<file path="src/rtl/display_scan_ctrl_if.sv">
// rtl/display_scan_ctrl_if.sv - host write bus and display-side outputs of the scan controller
interface display_scan_ctrl_if #(
  parameter int NUM_DIGITS = 4
);
  localparam int AW = $clog2(NUM_DIGITS);

  logic                  wr_en;
  logic [AW-1:0]         wr_addr;
  logic [4:0]            wr_code;
  logic                  enable;
  logic [4:0]            code;
  logic [NUM_DIGITS-1:0] digit_en;
  logic                  frame_done;

  // Host side: drives the code buffer and the scan enable, observes the display outputs
  modport master (
    output wr_en, wr_addr, wr_code, enable,
    input  code, digit_en, frame_done
  );

  // Controller side
  modport slave (
    input  wr_en, wr_addr, wr_code, enable,
    output code, digit_en, frame_done
  );
endinterface

</file>
<file path="src/rtl/display_scan_ctrl.sv">
// rtl/display_scan_ctrl.sv - multiplexes one 5-bit segment code across NUM_DIGITS digits with blanking
module display_scan_ctrl #(
  parameter int NUM_DIGITS = 4,
  parameter int DWELL      = 1000,
  parameter int BLANK      = 8
) (
  input  logic               clk,
  input  logic               rst_n,
  display_scan_ctrl_if.slave bus
);
  localparam int AW   = $clog2(NUM_DIGITS);
  localparam int MAXC = (DWELL > BLANK) ? DWELL : BLANK;
  localparam int CW   = $clog2(MAXC + 1);

  localparam logic [1:0] S_IDLE  = 2'd0;
  localparam logic [1:0] S_BLANK = 2'd1;
  localparam logic [1:0] S_SHOW  = 2'd2;

  localparam logic [CW-1:0] BLANK_LAST = CW'(BLANK - 1);
  localparam logic [CW-1:0] DWELL_LAST = CW'(DWELL - 1);
  localparam logic [AW-1:0] IDX_LAST   = AW'(NUM_DIGITS - 1);

  logic [1:0]            state_q, state_d;
  logic [AW-1:0]         idx_q, idx_d;
  logic [CW-1:0]         cnt_q, cnt_d;
  logic [4:0]            code_q, code_d;
  logic [NUM_DIGITS-1:0] den_q, den_d;
  logic                  fd_q, fd_d;
  logic [4:0]            buf_q [NUM_DIGITS];

  logic [AW-1:0]         idx_next;
  logic [4:0]            next_code;

  // Next digit position, wrapping after the last digit
  always_comb begin
    idx_next = (idx_q == IDX_LAST) ? '0 : idx_q + 1'b1;
  end

  // Buffer entry for the next digit; read before this edge's write lands, so old data is loaded
  always_comb begin
    next_code = '0;
    for (int i = 0; i < NUM_DIGITS; i++) begin
      if (idx_next == AW'(i)) next_code = buf_q[i];
    end
  end

  // Scan sequencer: enable low forces idle from any state; digit_en is set only while showing
  always_comb begin
    state_d = state_q;
    idx_d   = idx_q;
    cnt_d   = cnt_q;
    code_d  = code_q;
    den_d   = den_q;
    fd_d    = 1'b0;
    if (!bus.enable) begin
      state_d = S_IDLE;
      idx_d   = '0;
      cnt_d   = '0;
      den_d   = '0;
    end else begin
      case (state_q)
        S_IDLE: begin
          state_d = S_BLANK;
          idx_d   = '0;
          cnt_d   = '0;
          code_d  = buf_q[0];
          den_d   = '0;
        end
        S_BLANK: begin
          if (cnt_q == BLANK_LAST) begin
            state_d = S_SHOW;
            cnt_d   = '0;
            den_d   = NUM_DIGITS'(1) << idx_q;
          end else begin
            cnt_d = cnt_q + 1'b1;
          end
        end
        S_SHOW: begin
          if (cnt_q == DWELL_LAST) begin
            state_d = S_BLANK;
            cnt_d   = '0;
            idx_d   = idx_next;
            code_d  = next_code;
            den_d   = '0;
            fd_d    = (idx_q == IDX_LAST);
          end else begin
            cnt_d = cnt_q + 1'b1;
          end
        end
        default: begin
          state_d = S_IDLE;
          idx_d   = '0;
          cnt_d   = '0;
          den_d   = '0;
        end
      endcase
    end
  end

  // Sequencer and output registers; reset blanks the display immediately
  always_ff @(posedge clk or negedge rst_n) begin
    if (!rst_n) begin
      state_q <= S_IDLE;
      idx_q   <= '0;
      cnt_q   <= '0;
      code_q  <= '0;
      den_q   <= '0;
      fd_q    <= 1'b0;
    end else begin
      state_q <= state_d;
      idx_q   <= idx_d;
      cnt_q   <= cnt_d;
      code_q  <= code_d;
      den_q   <= den_d;
      fd_q    <= fd_d;
    end
  end

  // Per-digit code buffer; writes to addresses past the last digit match no entry
  always_ff @(posedge clk or negedge rst_n) begin
    if (!rst_n) begin
      for (int i = 0; i < NUM_DIGITS; i++) buf_q[i] <= '0;
    end else begin
      for (int i = 0; i < NUM_DIGITS; i++) begin
        if (bus.wr_en && (bus.wr_addr == AW'(i))) buf_q[i] <= bus.wr_code;
      end
    end
  end

  assign bus.code       = code_q;
  assign bus.digit_en   = den_q;
  assign bus.frame_done = fd_q;
endmodule

</file>
<file path="src/flat_wrapper.sv">
// flat-port wrapper written by rule: the top's interface ports become plain ports
module display_scan_ctrl_flat 
#(
  parameter int NUM_DIGITS = 4,
  parameter int DWELL      = 1000,
  parameter int BLANK      = 8
)
  (clk, rst_n, bus_wr_en, bus_wr_addr, bus_wr_code, bus_enable, bus_code, bus_digit_en, bus_frame_done);
  display_scan_ctrl_if #(.NUM_DIGITS(NUM_DIGITS)) bus_i ();
  input  logic clk;
  input  logic rst_n;
  input wire logic [$bits(bus_i.wr_en)-1:0] bus_wr_en;
  input wire logic [$bits(bus_i.wr_addr)-1:0] bus_wr_addr;
  input wire logic [$bits(bus_i.wr_code)-1:0] bus_wr_code;
  input wire logic [$bits(bus_i.enable)-1:0] bus_enable;
  output wire logic [$bits(bus_i.code)-1:0] bus_code;
  output wire logic [$bits(bus_i.digit_en)-1:0] bus_digit_en;
  output wire logic [$bits(bus_i.frame_done)-1:0] bus_frame_done;
  assign bus_i.wr_en = bus_wr_en;
  assign bus_i.wr_addr = bus_wr_addr;
  assign bus_i.wr_code = bus_wr_code;
  assign bus_i.enable = bus_enable;
  assign bus_code = bus_i.code;
  assign bus_digit_en = bus_i.digit_en;
  assign bus_frame_done = bus_i.frame_done;
  display_scan_ctrl #(.NUM_DIGITS(NUM_DIGITS), .DWELL(DWELL), .BLANK(BLANK)) u_core (.clk(clk), .rst_n(rst_n), .bus(bus_i));
endmodule
</file>
<file path="config.mk">
export PLATFORM = sky130hd
export DESIGN_NAME = display_scan_ctrl_flat
export DESIGN_NICKNAME = d
export VERILOG_FILES = /design/src/rtl/display_scan_ctrl_if.sv /design/src/rtl/display_scan_ctrl.sv /design/src/flat_wrapper.sv
export SDC_FILE = /design/constraint.sdc
export NUM_CORES = 1
export LEC_CHECK = 0
export BUFFER_PORTS_ARGS = -buffer_cell sky130_fd_sc_hd__buf_2
export CAP_MARGIN = 15
export CORE_ASPECT_RATIO = 0.8
export CORE_UTILIZATION = 58
export DETAILED_ROUTE_END_ITERATION = 12
export GPL_ROUTABILITY_DRIVEN = 0
export PLACE_DENSITY = 0.78
export SYNTH_ARGS = -nofsm -noshare
export SYNTH_HDL_FRONTEND = slang
export SYNTH_SLANG_ARGS = --single-unit
</file>
<file path="constraint.sdc">
create_clock -name clk -period 2.4 [get_ports clk]
set_input_delay 0.36 -clock clk [delete_from_list [all_inputs] [get_ports clk]]
set_output_delay 0.36 -clock clk [all_outputs]
set_load 0.01 [all_outputs]
</file>
==> tab_implementation.tex <==
\begin{tabular}{lr}
\hline
Metric & Value \\
\hline
\multicolumn{2}{l}{\textbf{STA}} \\
Final max-slew violation count & 0 \\
Tightest Pin Transition & 0.9574 ns \\
Number of hold violations in the final report & 0 \\
Fraction of the cycle the final worst path needs & 87.51\% \\
RSZ-0062 raised after global routing & false \\
Final-report setup violation count & 0 \\
Post-Route Setup TNS & 0 ns \\
Final worst-path setup slack & 0.2997 ns \\
Clock period minus worst slack & 2.100 ns \\
Highest clock rate & 476.1 MHz \\
Worst Skew & 0.009522 ns \\
Hold WS & 0.2136 ns \\
Worst slew margin relative to its limit & 36.17\% \\
\multicolumn{2}{l}{\textbf{Critical path}} \\
Critical Path Source & u\_core.state\_q[0] \\
Critical register-to-register path startpoint & u\_core.state\_q[0] \\
Crit path cell chain & inv\_1, ha\_1, inv\_1, a31oi\_4, or2\_1, mux2i\_1 \\
Critical path's most frequent cell & sky130\_fd\_sc\_hd\_\_inv\_1 \\
Slowest cell on the critical path & sky130\_fd\_sc\_hd\_\_dfrtp\_1 \\
Cell depth of the worst flop-to-flop path & 6 \\
FF-to-FF setup slack & 0.30 ns \\
CP Class & register to register \\
Largest stage delay on the critical path & 0.43 ns \\
Endpoint kind of the worst setup timing path & register \\
Critical path fanouts, max & 13 \\
Worst Setup Start Kind & register \\
Destination of the worst register-to-register timing path & u\_core.bus.digit\_en[3] \\
Worst path required time & 2.61 ns \\
Signal arrival time at the worst endpoint & 2.31 ns \\
\multicolumn{2}{l}{\textbf{Clocking}} \\
CTS sink cnt & 44 \\
Post-cts hold buffer count & 0 \\
Maximum buffer depth of the clock tree & 2 \\
TritonCTS Buffers & 5 \\
Cell at the root of the clock tree & sky130\_fd\_sc\_hd\_\_clkbuf\_8 \\
Number of gates given a new drive strength after cts & 0 \\
Post-CTS setup-driven buffer insertion count & 0 \\
Clock-pin slew on the worst setup and hold paths & 0.08 ns \\
Insertion delay of the later-clocked pin in the worst-skew pair & 0.29 ns \\
Count of H-tree levels built during CTS & 2 \\
CTS tree & yes \\
\multicolumn{2}{l}{\textbf{Yosys}} \\
Post-synthesis net count & 226 \\
Mapped Cells & 205 \\
Unique masters post-synth & 34 \\
Syn\_area\_per\_cell & 11.06 sq um \\
Area of the mapped netlist & 2267 sq um \\
EDFF count, synth & 0 \\
Synthesis Warnings & 0 \\
Register area share after synthesis & 48.57\% \\
Synth async-reset ratio & 100.0\% \\
Ys flop type & sky130\_fd\_sc\_hd\_\_dfrtp\_1 \\
Number of flip-flops and latches in the synthesized netlist & 44 \\
\multicolumn{2}{l}{\textbf{Routing}} \\
Wire per inst & 15.85 um \\
Detailed-route DRC error count & 0 \\
Routed Wire Length & 4.390 mm \\
Detailed-routing iteration count for the pre-antenna-repair pass & 4 \\
Top Metal Used & met4 \\
Via density per instance & 5.787 \\
Wire length the detailed router placed on met1 & 2.216 mm \\
Routed met3 length & 171 um \\
Met2 wire length & 1.969 mm \\
Vias after detailed routing & 1,603 \\
Number of antenna-violating nets in the routed design & 0 \\
Starting DRC count in detailed routing & 161 \\
\multicolumn{2}{l}{\textbf{Pwr}} \\
Clock share of power & 25.8\% \\
Portion of total power attributed to sequential cells & 53.8\% \\
P\_sw & 483.4 uW \\
Combinational power share & 20.4\% \\
Static Leakage & 0.001095 uW \\
Total internal power & 1219 uW \\
Pwr Density & 685.4 nW/um\^{}2 \\
Maximum vdd drop & 570.1 uV \\
Net Sw Frac & 28.40\% \\
\multicolumn{2}{l}{\textbf{Floorplanning}} \\
Initial standard-cell utilization of the core & 63.16\% \\
Site Rows & 19 \\
Horizontal die dimension & 71.90 um \\
Height of the chip & 57.92 um \\
Die Footprint & 4164 sq um \\
Top Ports & 21 \\
Area of the placeable core & 3590 sq um \\
\multicolumn{2}{l}{\textbf{Final layout}} \\
Final layout net count & 246 \\
Layout overhead on the synthesized area & 9.547\% \\
Fill cell total of the finished layout & 244 \\
Post-layout instance count excluding filler cells & 277 \\
Post-layout utilization of the core & 69.19\% \\
Fraction of final layout cells sized beyond drive strength 1 & 27.56\% \\
Commonest non-fill, non-tap cell in the layout & sky130\_fd\_sc\_hd\_\_dfrtp\_1 \\
Ant. Diodes & 0 \\
Commonest non-fill, non-tap cells in the layout & sky130\_fd\_sc\_hd\_\_dfrtp\_1, sky130\_fd\_sc\_hd\_\_mux2\_2, sky130\_fd\_sc\_hd\_\_nor2\_1 \\
\multicolumn{2}{l}{\textbf{Place}} \\
Placement Setup Slack & 0.3690 ns \\
Placed wire-length estimate after detailed placement & 3.244 mm \\
Post-placement cell count & 270 \\
Buffers added on ports & 20 \\
\multicolumn{2}{l}{\textbf{Run}} \\
Number of max-capacitance violations reported & 0 \\
\multicolumn{2}{l}{\textbf{Hold path}} \\
Classification of the worst-slack hold path & input port to asynchronous set/reset pin \\
\multicolumn{2}{l}{\textbf{Global route}} \\
GR Util All Layers & 23.03\% \\
Antenna violations before repair & 0 \\
Gr ovfl total & 0 \\
Wire length of the first global-routing pass & 7.141 mm \\
Largest net degree at the start of global routing & 45 \\
Number of global-route vias before repair & 1,513 \\
\multicolumn{2}{l}{\textbf{Run status}} \\
Run status & finished clean \\
\hline
\end{tabular}
-- synth_stat cells (2+ instances only) --
| master | count | area share, % |
|---|---|---|
| sky130_fd_sc_hd__a21oi_1 | 5 | 1.1 |
| sky130_fd_sc_hd__a221o_1 | 5 | 2.2 |
| sky130_fd_sc_hd__a31oi_1 | 6 | 1.7 |
| sky130_fd_sc_hd__and3_2 | 2 | 0.66 |
| sky130_fd_sc_hd__clkbuf_1 | 7 | 1.2 |
| sky130_fd_sc_hd__dfrtp_1 | 44 | 49 |
| sky130_fd_sc_hd__ha_1 | 10 | 5.5 |
| sky130_fd_sc_hd__inv_1 | 11 | 1.8 |
| sky130_fd_sc_hd__mux2_2 | 25 | 12 |
| sky130_fd_sc_hd__mux2i_1 | 5 | 2.2 |
| sky130_fd_sc_hd__nand2_1 | 18 | 3.0 |
| sky130_fd_sc_hd__nand3_1 | 10 | 2.2 |
| sky130_fd_sc_hd__nand3b_1 | 7 | 2.3 |
| sky130_fd_sc_hd__nor2_1 | 21 | 3.5 |
| sky130_fd_sc_hd__nor3_1 | 3 | 0.66 |
| sky130_fd_sc_hd__nor4_1 | 2 | 0.55 |
| sky130_fd_sc_hd__xnor2_1 | 6 | 2.3 |
| sky130_fd_sc_hd__xor2_1 | 2 | 0.77 |
-- registers in the layout, indices dropped and copies added, names as in the netlist --
register	count
u_core.cnt_q	10
u_core.bus.frame_done	1
u_core.bus.digit_en	4
u_core.state_q	2
u_core.bus.code	5
u_core.buf_q	20
u_core.idx_q	2
-- area by class of cell --
type / instances / area [sq um] / share of cell area, %
Timing Repair Buffer: 21 / 107.6 / 4.332
Inverter: 11 / 41.29 / 1.662
Clock inverter: 2 / 12.51 / 0.5038
Clock buffer: 5 / 68.82 / 2.771
Sequential cell: 44 / 1101 / 44.33
Multi-Input combinational cell: 142 / 1087 / 43.78
Tap cell: 52 / 65.06 / 2.620
-- per-stage QoR --
step	total power [uW]	cell area, sq um
CTS	1708	2484
global route	1777	2484
global placement	1249	2402
floorplan	1156	2267
finish	1702	2484
detailed placement	1274	2402
-- worst max-delay path by stage --
stage / to
floorplan: u_core.bus.code[0]
CTS: u_core.bus.digit_en[3]
finish: u_core.bus.digit_en[3]
detailed placement: u_core.bus.digit_en[2]
global route: u_core.bus.digit_en[3]
global placement: u_core.state_q[0]
-- routing by layer --
metal  up-vias  track usage (%)
li1        761                -
met1       798            32.95
met2        39            35.58
met3         5            4.870
met4         0            7.283
met5         -                0
-- logic make-up after synthesis --
kind of cell / count (synthesis) / share of synthesized area (%)
xor gates and xnor gates: 8 / 3.091
muxes: 30 / 14.62
and+or+nand+nor: 70 / 15.78
buffers and inverters: 19 / 3.477
AOI/OAI and AO/OA: 24 / 8.941
adders and majority gates: 10 / 5.519
DFF: 44 / 48.57
-- critical path, delay by kind of cell (launching register included) --
family	cells	cell delay, ns
AOI/OAI and AO/OA	1	0.24
adders and majority gates	1	0.43
buffers and inverters	2	0.32
DFF	1	0.43
muxes	1	0.26
and+or+nand+nor	1	0.34
-- power by group through the flow --
stage	clock [uW]	combinational [uW]	sequential, uW
2_1_floorplan	0	227	929
3_3_place_gp	0	329	920
3_5_place_dp	0	346	928
4_1_cts	445	348	914
5_1_grt	469	379	929
6_report	439	347	915
Note: power is estimated with default switching activity, not from simulation.
